$ cat src/rtl/common_pkg.sv
// Shared constants for the streaming datapath blocks.
package common_pkg;
    localparam int DEFAULT_D_W = 8;
endpackage

$ cat src/rtl/common_mux.sv
// Generic N:1 mux of W-bit words selected by a binary index.
// Latency: combinational. Backpressure: none, pure select.
module common_mux #(
    parameter int N = 4,
    parameter int W = 1,
    localparam int L = (N > 1) ? $clog2(N) : 1
) (
    input  logic [N-1:0][W-1:0] d,
    input  logic [L-1:0]        sel,
    output logic [W-1:0]        q
);
    assign q = d[sel];
endmodule

$ cat src/rtl/stream_demux4_slot.sv
// One output slot of stream_demux4: register stage (default) or 2-entry skid (STREAM_DEMUX4_SKID_EN).
// Latency 1 cycle; in_ready is combinational from out_ready by default, registered-only with skid.
module stream_demux4_slot #(
    parameter int W = 8
) (
    input  logic         clk,
    input  logic         rst_n,
    input  logic         in_valid,
    output logic         in_ready,
    input  logic [W-1:0] in_data,
    output logic         out_valid,
    input  logic         out_ready,
    output logic [W-1:0] out_data
);
`ifdef STREAM_DEMUX4_SKID_EN
    logic [W-1:0] tail;
    logic         full;
    logic         push;
    logic         pop;

    assign in_ready = !full;
    assign push     = in_valid && !full;
    assign pop      = out_valid && out_ready;

    // full means head and tail both hold words; tail is always the younger one.
    always_ff @(posedge clk) begin
        if (!rst_n) begin
            out_valid <= 1'b0;
            out_data  <= '0;
            tail      <= '0;
            full      <= 1'b0;
        end else if (full) begin
            if (pop) begin
                out_data <= tail;
                full     <= 1'b0;
            end
        end else if (push && (!out_valid || pop)) begin
            out_data  <= in_data;
            out_valid <= 1'b1;
        end else if (push) begin
            tail <= in_data;
            full <= 1'b1;
        end else if (pop) begin
            out_valid <= 1'b0;
        end
    end
`else
    logic push;
    logic pop;

    assign in_ready = !out_valid || out_ready;
    assign push     = in_valid && in_ready;
    assign pop      = out_valid && out_ready;

    always_ff @(posedge clk) begin
        if (!rst_n) begin
            out_valid <= 1'b0;
            out_data  <= '0;
        end else if (push) begin
            out_data  <= in_data;
            out_valid <= 1'b1;
        end else if (pop) begin
            out_valid <= 1'b0;
        end
    end
`endif
endmodule

$ cat src/rtl/stream_demux4.sv
// 1-to-4 valid/ready stream demux routing each word to the slot named by i_sel; macro STREAM_DEMUX4_SKID_EN deepens slots.
// Latency 1 cycle; a stalled output only holds back words aimed at that same output.
module stream_demux4
    import common_pkg::*;
#(
    parameter  int W = DEFAULT_D_W,
    localparam int N = 4,
    localparam int L = $clog2(N)
) (
    input  logic                clk,
    input  logic                rst_n,
    input  logic                i_valid,
    output logic                i_ready,
    input  logic [L-1:0]        i_sel,
    input  logic [W-1:0]        i_data,
    output logic [N-1:0]        o_valid,
    input  logic [N-1:0]        o_ready,
    output logic [N-1:0][W-1:0] o_data
);
    logic [N-1:0]      wr_en;
    logic [N-1:0][0:0] slot_rdy;
    logic [0:0]        sel_rdy;

    always_comb begin
        wr_en = '0;
        if (i_valid) begin
            wr_en[i_sel] = 1'b1;
        end
    end

    for (genvar k = 0; k < N; k++) begin : g_slot
        stream_demux4_slot #(.W(W)) u_slot (
            .clk       (clk),
            .rst_n     (rst_n),
            .in_valid  (wr_en[k]),
            .in_ready  (slot_rdy[k][0]),
            .in_data   (i_data),
            .out_valid (o_valid[k]),
            .out_ready (o_ready[k]),
            .out_data  (o_data[k])
        );
    end

    common_mux #(.N(N), .W(1)) u_rdy_mux (
        .d   (slot_rdy),
        .sel (i_sel),
        .q   (sel_rdy)
    );

    // Slots look ready while held in reset; keep the handshake closed until release.
    assign i_ready = rst_n && sel_rdy[0];
endmodule

$ cat config.mk
export PLATFORM = sky130hd
export DESIGN_NAME = stream_demux4
export DESIGN_NICKNAME = d
export VERILOG_FILES = /design/src/rtl/common_pkg.sv /design/src/rtl/common_mux.sv /design/src/rtl/stream_demux4_slot.sv /design/src/rtl/stream_demux4.sv
export SDC_FILE = /design/constraint.sdc
export NUM_CORES = 1
export LEC_CHECK = 0
export CORE_MARGIN = 2
export CORE_UTILIZATION = 30
export DETAILED_ROUTE_END_ITERATION = 8
export GPL_ROUTABILITY_DRIVEN = 0
export SETUP_SLACK_MARGIN = 0.2
export SYNTH_ARGS = -nofsm -noshare
export SYNTH_HDL_FRONTEND = slang
export SYNTH_SLANG_ARGS = --single-unit
export TNS_END_PERCENT = 30
$ cat constraint.sdc
create_clock -name clk -period 1.01 [get_ports clk]
set_input_delay 0.202 -clock clk [delete_from_list [all_inputs] [get_ports clk]]
set_output_delay 0.202 -clock clk [all_outputs]
set_load 0.03 [all_outputs]
==> flow_summary.json <==
{
  "final.setup_skew_ps": 8.71,
  "max-clock-path-buffers": 2,
  "antenna_left": 0,
  "clock-root-buffer": "sky130_fd_sc_hd__clkbuf_8",
  "post_synth_inst_count": 144,
  "synth_edf_count": 0,
  "ys_ff_latch": 36,
  "holdWs_ps": 307,
  "io-pin-count": 54,
  "clock_sink_count": 36,
  "worstSetupPathType": "reg -> out",
  "fmaxAchievable_ghz": 0.670,
  "netlist_area_um2": 1460,
  "die_w_um": 73.7,
  "overall_overflow_remaining_after_global_route": 0,
  "antenna-diode-count": 0,
  "worst_setup_path_start_kind": "flip-flop",
  "dpl.hpwl_um": 2450,
  "drt_iter0_markers": 24,
  "grt_start_max_net_pins": 13,
  "worst_skew_pair.late_latency_ps": 280,
  "floorplan.die_area_um2": 5430,
  "post-route-cell-area_um2": 2510,
  "seq_area_frac_synth_pct": 49.4,
  "timing.critical_path.fanout_max": 2,
  "floorplan.initialDensity_pct": 31.1,
  "h-tree-depth": 2,
  "post_route_cells_drive_above_1_share_pct": 51.6,
  "status": "complete, but fails checks",
  "area.growth.synth_to_final_pct": 72.2,
  "clk_pin_slew_ps": 70,
  "timing_hold_violations_final": 0,
  "yosysWarnings": 0,
  "synthFlopType": "sky130_fd_sc_hd__dfxtp_1",
  "synthArstFlopShare_pct": 0,
  "drtPass1Iterations": 5,
  "final.fill_count": 442,
  "timing.slew.headroom_pct": 80.8,
  "syn-num-nets": 161,
  "worstPathRequired_ps": 810,
  "violations_in_the_final_reports": "negative setup slack",
  "vdd_drop_max_mv": 0.781,
  "remaining_routing_drc_violations": 0,
  "final_min_period_over_clock_period_pct": 148,
  "dr_total_vias": 1209,
  "cp-end-kind": "output port",
  "post_drt_via_cell_ratio": 4.53,
  "die_h_um": 73.7,
  "grt_pass1_wl_um": 6220,
  "placed_cell_area_um2": 2010,
  "initial_antenna_violation_count": 0,
  "placement.io_buffers": 53,
  "power.density_cell_area_nw_per_um2": 1330,
  "finalWorstPathRequiredPeriod_ps": 1490,
  "num_rows": 25,
  "finished_layout_cells": 267,
  "core_area_um2": 4690,
  "routed_wire_per_std_cell_um": 14.1,
  "grtUsageTotal_pct": 14.9,
  "grt_pass1_vias": 1284,
  "timing.final.setup_violations": 24,
  "syn-mean-instance-area_um2": 10.1,
  "worst_pin_slew_ps": 287,
  "arrival_time_of_the_worst_setup_path_ps": 1290,
  "timing.setup.tns_ps": -3540,
  "finish.net_count": 229,
  "timing_max_transition_violations_final": 0,
  "power.leakage_uw": 0.00110,
  "number_of_placed_instances_with_taps_included": 250,
  "setup_slack_ps": -482,
  "cts_inserted_buffers": 5,
  "maxCapViolCount": 0,
  "drt-total-wl_um": 3750,
  "hold_path.class": "in -> reg",
  "yosysUniqueCellTypes": 20,
  "rrSetupSlack_ps": -350,
  "setup_repair_after_global_routing_missed_its_margin": "yes",
  "clock_tree_from_tritoncts": "yes"
}
## sequential cells by signal, summed over array words and instances, names as in the netlist
register / flops
g_slot.u_slot.out_valid: 4
g_slot.u_slot.out_data: 32
## path summary, 6_finish.rpt
| check | cells past startpoint | from | to |
|---|---|---|---|
| hold reg to reg | 2 | g_slot[3].u_slot.out_data[2] | g_slot[3].u_slot.out_data[2] |
| hold / removal | 3 | o_ready[0] | g_slot[0].u_slot.out_valid |
| setup / recovery | 4 | g_slot[1].u_slot.out_valid | i_ready |
| setup reg to reg | 7 | g_slot[1].u_slot.out_valid | g_slot[1].u_slot.out_data[6] |
## worst max-delay path, cell delays in order (launching register included)
cell,delay (ps)
sky130_fd_sc_hd__dfxtp_2,320
sky130_fd_sc_hd__nor2b_4,120
sky130_fd_sc_hd__a211o_2,310
sky130_fd_sc_hd__a21boi_4,130
sky130_fd_sc_hd__buf_6,140
## per-stage QoR
step / total power (µW) / util, % / setup WS (ps)
6_report: 3330 / 53.5 / -482
5_1_grt: 3470 / 53.5 / -525
4_1_cts: 3340 / 52.1 / -500
3_5_place_dp: 2010 / 42.8 / -583
3_3_place_gp: 2000 / 42.8 / -566
2_1_floorplan: 1810 / - / -171
## per-layer routing
layer | part of all wire, % | up-vias | track usage, %
met4 | 0.43 | 0 | 2.42
li1 | - | 607 | -
met5 | 0 | - | 0
met1 | 45 | 560 | 19.9
met3 | 6.1 | 2 | 4.25
met2 | 49 | 40 | 24.1
## report_power, final
part           switching (µW)  internal, µW
registers                38.1          1480
clock network             489           732
logic                     287           308
total                     815          2520
## synth_stat cells (2+ instances only)
master	instances	area, µm²
sky130_fd_sc_hd__dfxtp_1	36	721
sky130_fd_sc_hd__mux2i_1	32	320
sky130_fd_sc_hd__nand3b_1	2	15.0
sky130_fd_sc_hd__nand2_1	40	150
sky130_fd_sc_hd__nand2b_1	3	18.8
sky130_fd_sc_hd__buf_6	2	22.5
sky130_fd_sc_hd__clkbuf_1	3	11.3
sky130_fd_sc_hd__o21a_1	2	15.0
sky130_fd_sc_hd__nor2b_1	4	25.0
sky130_fd_sc_hd__buf_4	7	52.6
sky130_fd_sc_hd__buf_2	2	10.0
sky130_fd_sc_hd__a21boi_0	3	22.5
## cells in the final DEF (no fill, tap or decap)
| cell type | Yosys | final |
|---|---|---|
| sky130_fd_sc_hd__buf_6 | 2 | 44 |
| sky130_fd_sc_hd__nand2_1 | 40 | 35 |
| sky130_fd_sc_hd__mux2i_1 | 32 | 31 |
| sky130_fd_sc_hd__dfxtp_2 | 0 | 24 |
| sky130_fd_sc_hd__dfxtp_1 | 36 | 12 |
| sky130_fd_sc_hd__clkdlybuf4s50_1 | 0 | 8 |
| sky130_fd_sc_hd__buf_4 | 7 | 7 |
| sky130_fd_sc_hd__clkbuf_8 | 0 | 5 |
| sky130_fd_sc_hd__dlygate4sd2_1 | 0 | 5 |
| sky130_fd_sc_hd__nand2_2 | 0 | 4 |
| sky130_fd_sc_hd__nand2b_4 | 0 | 3 |
| sky130_fd_sc_hd__nor2b_4 | 0 | 3 |
| sky130_fd_sc_hd__buf_12 | 0 | 3 |
| sky130_fd_sc_hd__buf_8 | 0 | 3 |
| sky130_fd_sc_hd__nand3b_1 | 2 | 2 |
| sky130_fd_sc_hd__a21boi_0 | 3 | 2 |
| sky130_fd_sc_hd__nand2_4 | 1 | 2 |
| sky130_fd_sc_hd__o21a_1 | 2 | 2 |
| sky130_fd_sc_hd__buf_16 | 0 | 2 |
| sky130_fd_sc_hd__o211ai_1 | 1 | 1 |
| sky130_fd_sc_hd__nor3b_1 | 1 | 1 |
| sky130_fd_sc_hd__a211o_2 | 1 | 1 |
| sky130_fd_sc_hd__a21boi_4 | 0 | 1 |
| sky130_fd_sc_hd__nor2b_2 | 0 | 1 |
| sky130_fd_sc_hd__nor3b_2 | 1 | 1 |
| sky130_fd_sc_hd__nand3_1 | 1 | 1 |
| sky130_fd_sc_hd__nor2_1 | 1 | 1 |
| sky130_fd_sc_hd__nor3_4 | 1 | 1 |
| sky130_fd_sc_hd__mux2i_4 | 0 | 1 |
| sky130_fd_sc_hd__bufinv_16 | 0 | 1 |
| sky130_fd_sc_hd__clkinv_2 | 0 | 1 |
| sky130_fd_sc_hd__clkbuf_1 | 3 | 1 |
| sky130_fd_sc_hd__clkbuf_2 | 0 | 1 |
| sky130_fd_sc_hd__dlymetal6s2s_1 | 0 | 1 |
| sky130_fd_sc_hd__buf_2 | 2 | 1 |
## cell type report
type / instances / area (µm²) / area share (%)
timing repair buffer: 75 / 855 / 34.0
multi-input combinational: 94 / 729 / 29.1
clock inverter: 2 / 35.0 / 1.40
sequential: 36 / 751 / 29.9
clock buffer: 6 / 72.6 / 2.89
tap: 54 / 67.6 / 2.69
## logic make-up after synthesis
kind of cell	count (synthesis)	share of synthesized area (%)
flip-flops	36	49.4
AO/OA/AOI/OAI	7	3.78
AND/OR/NAND/NOR	55	18.2
multiplexers	32	22.0
buffers and inverters	14	6.61
## repair_timing
item,4_1_cts,5_1_grt
endpoints found under the setup margin,73,70
hold buffers,0,0
pin swaps,2,2
buffers inserted,5,2
resized for setup,87,21
cloned,2,0
Note: power is estimated with default switching activity, not from simulation.
